[config.mk]
export PLATFORM = sky130hd
export DESIGN_NAME = avalon_tx_arbiter_flat
export DESIGN_NICKNAME = d
export VERILOG_FILES = /design/src/rtl/avalon_tx_arbiter_if.sv /design/src/rtl/avalon_tx_arbiter.sv /design/src/flat_wrapper.sv
export SDC_FILE = /design/constraint.sdc
export NUM_CORES = 1
export LEC_CHECK = 0
export CORE_AREA = 2 2 239 241
export DETAILED_ROUTE_END_ITERATION = 12
export DIE_AREA = 0 0 241 243
export SLEW_MARGIN = 20
export SYNTH_ARGS = -nofsm -noshare
export SYNTH_HDL_FRONTEND = slang
export SYNTH_SLANG_ARGS = --single-unit
export TNS_END_PERCENT = 100
[constraint.sdc]
create_clock -name axi_clk -period 3.95 [get_ports axi_clk]
set_input_delay 0.5925 -clock axi_clk [delete_from_list [all_inputs] [get_ports axi_clk]]
set_output_delay 0.5925 -clock axi_clk [all_outputs]
set_load 0.02 [all_outputs]
[src/rtl/avalon_tx_arbiter_if.sv]
// AXIS beat bundle shared by the three TLP sources and the merged TX stream.
// tdest is only meaningful on the merged side and tells which source a beat came from.
interface avalon_tx_arbiter_if #(
   parameter int DATA_W = 128,
   parameter int STRB_W = DATA_W / 8,
   parameter int USER_W = 4
);
   logic [DATA_W-1:0] tdata;
   logic [STRB_W-1:0] tstrb;
   logic              tlast;
   logic [USER_W-1:0] tuser;
   logic [1:0]        tdest;
   logic              tvalid;
   logic              tready;

   modport master (
      output tdata, tstrb, tlast, tuser, tdest, tvalid,
      input  tready
   );

   modport slave (
      input  tdata, tstrb, tlast, tuser, tvalid,
      output tready
   );
endinterface

[src/rtl/avalon_tx_arbiter.sv]
// Packet-level arbiter sharing one registered AXIS TX path between the rw, rr and cc
// TLP sources; a granted source owns the path from its first beat through tlast.
module avalon_tx_arbiter #(
   parameter int AXI_DATA_WIDTH = 128,
   parameter int BE_WIDTH       = AXI_DATA_WIDTH / 8,
   parameter int USER_WIDTH_TX  = 4,
   parameter int CC_PRIORITY    = 1
) (
   input  logic                axi_clk,
   input  logic                axi_rst,
   avalon_tx_arbiter_if.slave  s_axis_rw,
   avalon_tx_arbiter_if.slave  s_axis_rr,
   avalon_tx_arbiter_if.slave  s_axis_cc,
   avalon_tx_arbiter_if.master m_axis_tx,
   output logic [2:0]          arb_grant,
   output logic                arb_busy
);
   typedef enum logic {IDLE, LOCK} state_t;

   // With cc priority only rw/rr rotate, so one bit is enough to remember the last of them.
   localparam int RR_W = (CC_PRIORITY != 0) ? 1 : 2;
   localparam logic [RR_W-1:0] RR_RESET = (CC_PRIORITY != 0) ? RR_W'(1) : RR_W'(2);

   state_t                    state_reg;
   logic [2:0]                grant_reg;
   logic [1:0]                grant_idx_reg;
   logic                      busy_reg;
   logic [RR_W-1:0]           rr_last_reg;

   logic [AXI_DATA_WIDTH-1:0] tx_data_reg;
   logic [BE_WIDTH-1:0]       tx_strb_reg;
   logic                      tx_last_reg;
   logic [USER_WIDTH_TX-1:0]  tx_user_reg;
   logic [1:0]                tx_dest_reg;
   logic                      tx_valid_reg;

   logic [2:0]                valid_vec;
   logic                      out_free;
   logic                      src_accept;
   logic [1:0]                pick_idx;
   logic                      rr_upd;
   logic [RR_W-1:0]           rr_last_next;

   logic [AXI_DATA_WIDTH-1:0] sel_data;
   logic [BE_WIDTH-1:0]       sel_strb;
   logic                      sel_last;
   logic [USER_WIDTH_TX-1:0]  sel_user;

   assign valid_vec  = {s_axis_cc.tvalid, s_axis_rr.tvalid, s_axis_rw.tvalid};
   assign out_free   = ~tx_valid_reg | m_axis_tx.tready;
   assign src_accept = (|(grant_reg & valid_vec)) & out_free;

   assign s_axis_rw.tready = grant_reg[0] & out_free;
   assign s_axis_rr.tready = grant_reg[1] & out_free;
   assign s_axis_cc.tready = grant_reg[2] & out_free;

   always_comb begin
      sel_data = s_axis_rw.tdata;
      sel_strb = s_axis_rw.tstrb;
      sel_last = s_axis_rw.tlast;
      sel_user = s_axis_rw.tuser;
      case (grant_idx_reg)
         2'd1: begin
            sel_data = s_axis_rr.tdata;
            sel_strb = s_axis_rr.tstrb;
            sel_last = s_axis_rr.tlast;
            sel_user = s_axis_rr.tuser;
         end
         2'd2: begin
            sel_data = s_axis_cc.tdata;
            sel_strb = s_axis_cc.tstrb;
            sel_last = s_axis_cc.tlast;
            sel_user = s_axis_cc.tuser;
         end
         default: ;
      endcase
   end

   generate
      if (CC_PRIORITY != 0) begin : g_cc_prio
         // cc wins outright; rw takes the turn when rr went last or rr is not asking.
         always_comb begin
            pick_idx = 2'd0;
            rr_upd   = 1'b0;
            if (valid_vec[2]) begin
               pick_idx = 2'd2;
            end else if (valid_vec[0] && (rr_last_reg[0] || !valid_vec[1])) begin
               pick_idx = 2'd0;
               rr_upd   = 1'b1;
            end else if (valid_vec[1]) begin
               pick_idx = 2'd1;
               rr_upd   = 1'b1;
            end
         end
      end else begin : g_round_robin
         logic [1:0] ord0, ord1, ord2;
         always_comb begin
            case (rr_last_reg)
               2'd0:    begin ord0 = 2'd1; ord1 = 2'd2; ord2 = 2'd0; end
               2'd1:    begin ord0 = 2'd2; ord1 = 2'd0; ord2 = 2'd1; end
               default: begin ord0 = 2'd0; ord1 = 2'd1; ord2 = 2'd2; end
            endcase
            if (valid_vec[ord0])      pick_idx = ord0;
            else if (valid_vec[ord1]) pick_idx = ord1;
            else                      pick_idx = ord2;
         end
         assign rr_upd = 1'b1;
      end
   endgenerate

   assign rr_last_next = pick_idx[RR_W-1:0];

   always_ff @(posedge axi_clk or negedge axi_rst) begin
      if (!axi_rst) begin
         state_reg     <= IDLE;
         grant_reg     <= 3'b000;
         grant_idx_reg <= 2'd0;
         busy_reg      <= 1'b0;
         rr_last_reg   <= RR_RESET;
      end else begin
         case (state_reg)
            IDLE: begin
               if (|valid_vec) begin
                  state_reg     <= LOCK;
                  grant_reg     <= 3'b001 << pick_idx;
                  grant_idx_reg <= pick_idx;
                  busy_reg      <= 1'b1;
                  if (rr_upd) rr_last_reg <= rr_last_next;
               end
            end
            LOCK: begin
               // Gaps in the granted source's tvalid simply stall here; only tlast releases.
               if (src_accept && sel_last) begin
                  state_reg <= IDLE;
                  grant_reg <= 3'b000;
                  busy_reg  <= 1'b0;
               end
            end
            default: state_reg <= IDLE;
         endcase
      end
   end

   always_ff @(posedge axi_clk or negedge axi_rst) begin
      if (!axi_rst) begin
         tx_data_reg  <= '0;
         tx_strb_reg  <= '0;
         tx_last_reg  <= 1'b0;
         tx_user_reg  <= '0;
         tx_dest_reg  <= 2'd0;
         tx_valid_reg <= 1'b0;
      end else if (src_accept) begin
         tx_data_reg  <= sel_data;
         tx_strb_reg  <= sel_strb;
         tx_last_reg  <= sel_last;
         tx_user_reg  <= sel_user;
         tx_dest_reg  <= grant_idx_reg;
         tx_valid_reg <= 1'b1;
      end else if (m_axis_tx.tready) begin
         tx_valid_reg <= 1'b0;
      end
   end

   assign m_axis_tx.tdata  = tx_data_reg;
   assign m_axis_tx.tstrb  = tx_strb_reg;
   assign m_axis_tx.tlast  = tx_last_reg;
   assign m_axis_tx.tuser  = tx_user_reg;
   assign m_axis_tx.tdest  = tx_dest_reg;
   assign m_axis_tx.tvalid = tx_valid_reg;

   assign arb_grant = grant_reg;
   assign arb_busy  = busy_reg;
endmodule

[src/flat_wrapper.sv]
// flat-port wrapper written by rule: the top's interface ports become plain ports
module avalon_tx_arbiter_flat 
#(
   parameter int AXI_DATA_WIDTH = 128,
   parameter int BE_WIDTH       = AXI_DATA_WIDTH / 8,
   parameter int USER_WIDTH_TX  = 4,
   parameter int CC_PRIORITY    = 1
)
  (axi_clk, axi_rst, arb_grant, arb_busy, s_axis_rw_tdata, s_axis_rw_tstrb, s_axis_rw_tlast, s_axis_rw_tuser, s_axis_rw_tvalid, s_axis_rw_tready, s_axis_rr_tdata, s_axis_rr_tstrb, s_axis_rr_tlast, s_axis_rr_tuser, s_axis_rr_tvalid, s_axis_rr_tready, s_axis_cc_tdata, s_axis_cc_tstrb, s_axis_cc_tlast, s_axis_cc_tuser, s_axis_cc_tvalid, s_axis_cc_tready, m_axis_tx_tdata, m_axis_tx_tstrb, m_axis_tx_tlast, m_axis_tx_tuser, m_axis_tx_tdest, m_axis_tx_tvalid, m_axis_tx_tready);
  avalon_tx_arbiter_if #(.DATA_W((128)), .STRB_W((16)), .USER_W((4))) s_axis_rw_i ();
  avalon_tx_arbiter_if #(.DATA_W((128)), .STRB_W((16)), .USER_W((4))) s_axis_rr_i ();
  avalon_tx_arbiter_if #(.DATA_W((128)), .STRB_W((16)), .USER_W((4))) s_axis_cc_i ();
  avalon_tx_arbiter_if #(.DATA_W((128)), .STRB_W((16)), .USER_W((4))) m_axis_tx_i ();
  input  logic axi_clk;
  input  logic axi_rst;
  output logic [2:0] arb_grant;
  output logic arb_busy;
  input wire logic [$bits(s_axis_rw_i.tdata)-1:0] s_axis_rw_tdata;
  input wire logic [$bits(s_axis_rw_i.tstrb)-1:0] s_axis_rw_tstrb;
  input wire logic [$bits(s_axis_rw_i.tlast)-1:0] s_axis_rw_tlast;
  input wire logic [$bits(s_axis_rw_i.tuser)-1:0] s_axis_rw_tuser;
  input wire logic [$bits(s_axis_rw_i.tvalid)-1:0] s_axis_rw_tvalid;
  output wire logic [$bits(s_axis_rw_i.tready)-1:0] s_axis_rw_tready;
  input wire logic [$bits(s_axis_rr_i.tdata)-1:0] s_axis_rr_tdata;
  input wire logic [$bits(s_axis_rr_i.tstrb)-1:0] s_axis_rr_tstrb;
  input wire logic [$bits(s_axis_rr_i.tlast)-1:0] s_axis_rr_tlast;
  input wire logic [$bits(s_axis_rr_i.tuser)-1:0] s_axis_rr_tuser;
  input wire logic [$bits(s_axis_rr_i.tvalid)-1:0] s_axis_rr_tvalid;
  output wire logic [$bits(s_axis_rr_i.tready)-1:0] s_axis_rr_tready;
  input wire logic [$bits(s_axis_cc_i.tdata)-1:0] s_axis_cc_tdata;
  input wire logic [$bits(s_axis_cc_i.tstrb)-1:0] s_axis_cc_tstrb;
  input wire logic [$bits(s_axis_cc_i.tlast)-1:0] s_axis_cc_tlast;
  input wire logic [$bits(s_axis_cc_i.tuser)-1:0] s_axis_cc_tuser;
  input wire logic [$bits(s_axis_cc_i.tvalid)-1:0] s_axis_cc_tvalid;
  output wire logic [$bits(s_axis_cc_i.tready)-1:0] s_axis_cc_tready;
  output wire logic [$bits(m_axis_tx_i.tdata)-1:0] m_axis_tx_tdata;
  output wire logic [$bits(m_axis_tx_i.tstrb)-1:0] m_axis_tx_tstrb;
  output wire logic [$bits(m_axis_tx_i.tlast)-1:0] m_axis_tx_tlast;
  output wire logic [$bits(m_axis_tx_i.tuser)-1:0] m_axis_tx_tuser;
  output wire logic [$bits(m_axis_tx_i.tdest)-1:0] m_axis_tx_tdest;
  output wire logic [$bits(m_axis_tx_i.tvalid)-1:0] m_axis_tx_tvalid;
  input wire logic [$bits(m_axis_tx_i.tready)-1:0] m_axis_tx_tready;
  assign s_axis_rw_i.tdata = s_axis_rw_tdata;
  assign s_axis_rw_i.tstrb = s_axis_rw_tstrb;
  assign s_axis_rw_i.tlast = s_axis_rw_tlast;
  assign s_axis_rw_i.tuser = s_axis_rw_tuser;
  assign s_axis_rw_i.tvalid = s_axis_rw_tvalid;
  assign s_axis_rw_tready = s_axis_rw_i.tready;
  assign s_axis_rr_i.tdata = s_axis_rr_tdata;
  assign s_axis_rr_i.tstrb = s_axis_rr_tstrb;
  assign s_axis_rr_i.tlast = s_axis_rr_tlast;
  assign s_axis_rr_i.tuser = s_axis_rr_tuser;
  assign s_axis_rr_i.tvalid = s_axis_rr_tvalid;
  assign s_axis_rr_tready = s_axis_rr_i.tready;
  assign s_axis_cc_i.tdata = s_axis_cc_tdata;
  assign s_axis_cc_i.tstrb = s_axis_cc_tstrb;
  assign s_axis_cc_i.tlast = s_axis_cc_tlast;
  assign s_axis_cc_i.tuser = s_axis_cc_tuser;
  assign s_axis_cc_i.tvalid = s_axis_cc_tvalid;
  assign s_axis_cc_tready = s_axis_cc_i.tready;
  assign m_axis_tx_tdata = m_axis_tx_i.tdata;
  assign m_axis_tx_tstrb = m_axis_tx_i.tstrb;
  assign m_axis_tx_tlast = m_axis_tx_i.tlast;
  assign m_axis_tx_tuser = m_axis_tx_i.tuser;
  assign m_axis_tx_tdest = m_axis_tx_i.tdest;
  assign m_axis_tx_tvalid = m_axis_tx_i.tvalid;
  assign m_axis_tx_i.tready = m_axis_tx_tready;
  avalon_tx_arbiter #(.AXI_DATA_WIDTH(AXI_DATA_WIDTH), .BE_WIDTH(BE_WIDTH), .USER_WIDTH_TX(USER_WIDTH_TX), .CC_PRIORITY(CC_PRIORITY)) u_core (.axi_clk(axi_clk), .axi_rst(axi_rst), .s_axis_rw(s_axis_rw_i), .s_axis_rr(s_axis_rr_i), .s_axis_cc(s_axis_cc_i), .m_axis_tx(m_axis_tx_i), .arb_grant(arb_grant), .arb_busy(arb_busy));
endmodule
==> out/qor.yml <==
fin_util_pct: 29.1
period_share_pct: 73.7
clk_path_buf_depth: 2
cap_violations: 0
drtIter0Drc: 325
synth_edf_count: 0
clk_pin_slew_ps: 70
synthArstFlopShare_pct: 100
antenna_cells: 0
io_buffers: 611
worstSetupStartpoint: "s_axis_rw_tvalid"
rrSetupSlack_ps: 1250
yosysTopAreaCell: "dfrtp_1"
vias: 9094
overflow: 0
wl_um: 36100
grt_start_max_net_pins: 149
period_needed_ps: 2910
cp_max_fo: 148
antenna_left: 0
die-area_um2: 58600
die_h_um: 243
netlist_top_cells_count: "dfrtp_1 (159), nand2_1 (154), o21ai_0 (151)"
drc_errors: 0
drive_above_1_share_pct: 13.9
critPathKind: "primary input to register"
crit_path_end_kind: "register"
nets: 1900
synth_cells: 883
finalWorstSetupSlack_ps: 1040
crit_path_end: "u_core.m_axis_tx.tdata[114]"
largest_register_ffs: 128
dpl.cell_count: 2182
r2r-end: "u_core.m_axis_tx.tdata[114]"
skew_ps: 14.5
cp.arrival_ps: 3250
worstPathRequired_ps: 4290
synth.most_common_cell: "dfrtp_1"
routedWlPerCell_um: 16.3
insertion_delay_ps: 470
cts_resized: 0
fill_cells: 5925
r2r_cells: 4
grt_first_pass_wirelength_um: 51700
drv_slew: 0
relSlewSlack_pct: 12.4
io_pins: 612
final.setup.tns_ps: 0
syn_nets: 1338
yosysUniqueCellTypes: 26
h-tree-depth: 4
yosys_register_bits: 160
antenna_found_initial: 1
netlist_area_um2: 8690
cts_buffers: 17
viasPerCell: 4.11
stdcell_count: 2213
row_count: 87
seq_area_frac_synth_pct: 46.1
dp_hpwl_um: 28900
cts_tree: "yes"
stdcell_area_um2: 16300
synth_top_cell_area_share_pct: 45.8
place_area_um2: 15700
worstReg2RegStart: "u_core.arb_grant[0]"
clock_sinks: 160
startpoint_type: "primary input"
fmax_mhz: 343
yosysWarnings: 0
rsz0062_at_grt: "no"
vdd_drop_max_mv: 0.514
synthToLayoutAreaGrowth_pct: 87.4
cts_setup_buffers: 0
hold_buffers: 0
setup_violations: 0
core_area_um2: 56000
root_buffer: "clkbuf_16"
synthFlopType: "dfrtp_1"
hold_viol: 0
power_density_nw_per_um2: 754
first_pass_iters: 4
initial_utilization_pct: 15.5
status: "finished clean"
synth_area_leaders: "dfrtp_1 (46%), mux2_2 (19%), a22oi_1 (13%)"
grt_pass1_vias: 9302
worst_pin_slew_ps: 1310
pre_cts_slack_ps: 1010
finalWeightedCongestion: 0.895
hold_class: "primary input to asynchronous set/reset pin"
die_w_um: 241
synth_area_per_cell_um2: 9.84
grt_usage_pct: 11.7
p_leak_nw: 6.27
layout make-up:
class / count / area, µm² / area share, %
Multi-Input combinational cell: 635 / 4370 / 26.8
Sequential cell: 160 / 4010 / 24.6
Tap cell: 756 / 946 / 5.81
Clock inverter: 12 / 156 / 0.961
Timing Repair Buffer: 627 / 6340 / 38.9
Clock buffer: 19 / 453 / 2.78
Inverter: 4 / 15.0 / 0.0922
through the flow:
step,power [mW],hold WS (ps)
after floorplan,7.28,297
after global placement,10.5,489
after detailed placement,10.7,494
after CTS,12.5,46.5
after global routing,13.2,94.2
final,12.3,82.8
worst max-delay path, cell delays in order:
cell             delay, ps
clkdlybuf4s50_1        550
a222oi_1               720
nor2_4                 100
buf_12                 220
mux2_2                 580
layer usage:
metal  wire (µm)  part of all wire [%]  vias up  global-route usage (%)
met5           0                     0        -                       0
met4        1090                   3.0        0                    5.41
met3        3530                   9.8       42                    4.23
met2       18400                    51      449                    21.6
met1       13100                    36     4251                    11.6
li1            -                     -     4352                       -
power by group:
part,internal [mW],switching (mW)
Clock,1.02,0.710
Sequential,2.44,0.428
Combinational,3.61,4.06
Total,7.07,5.20
worst min path at each step:
stage / startpoint / end / cells past startpoint
after floorplan: axi_rst / u_core.arb_busy / 0
after global placement: u_core.m_axis_tx.tdata[14] / u_core.m_axis_tx.tdata[14] / 1
after detailed placement: u_core.m_axis_tx.tdata[13] / u_core.m_axis_tx.tdata[13] / 1
after CTS: axi_rst / u_core.m_axis_tx.tdata[112] / 1
after global routing: axi_rst / u_core.m_axis_tx.tdata[113] / 1
final: axi_rst / u_core.m_axis_tx.tdata[112] / 1
placed cells by master (no fill, tap or decap), drive strengths merged, types with 2 or more instances in the layout:
cell and n:
clkdlybuf4s50 610, dfrtp 159, nand2 154, o21ai 151, mux2 150, a22oi 148
clkbuf 19, buf 17, nor2 7, inv 7, a21oi 6, clkinvlp 4
and2 3, bufinv 3, nand2b 2, nor2b 2, o2bb2ai 2, ha 2
clkinv 2
logic make-up after synthesis:
group	synth area share, %
flip-flops	46.1
AND/OR/NAND/NOR	7.59
adder cells (fa/ha/maj)	0.288
AO/OA/AOI/OAI	22.6
buffers and inverters	4.00
multiplexers	19.4
Power figures use the tool's default switching activity.
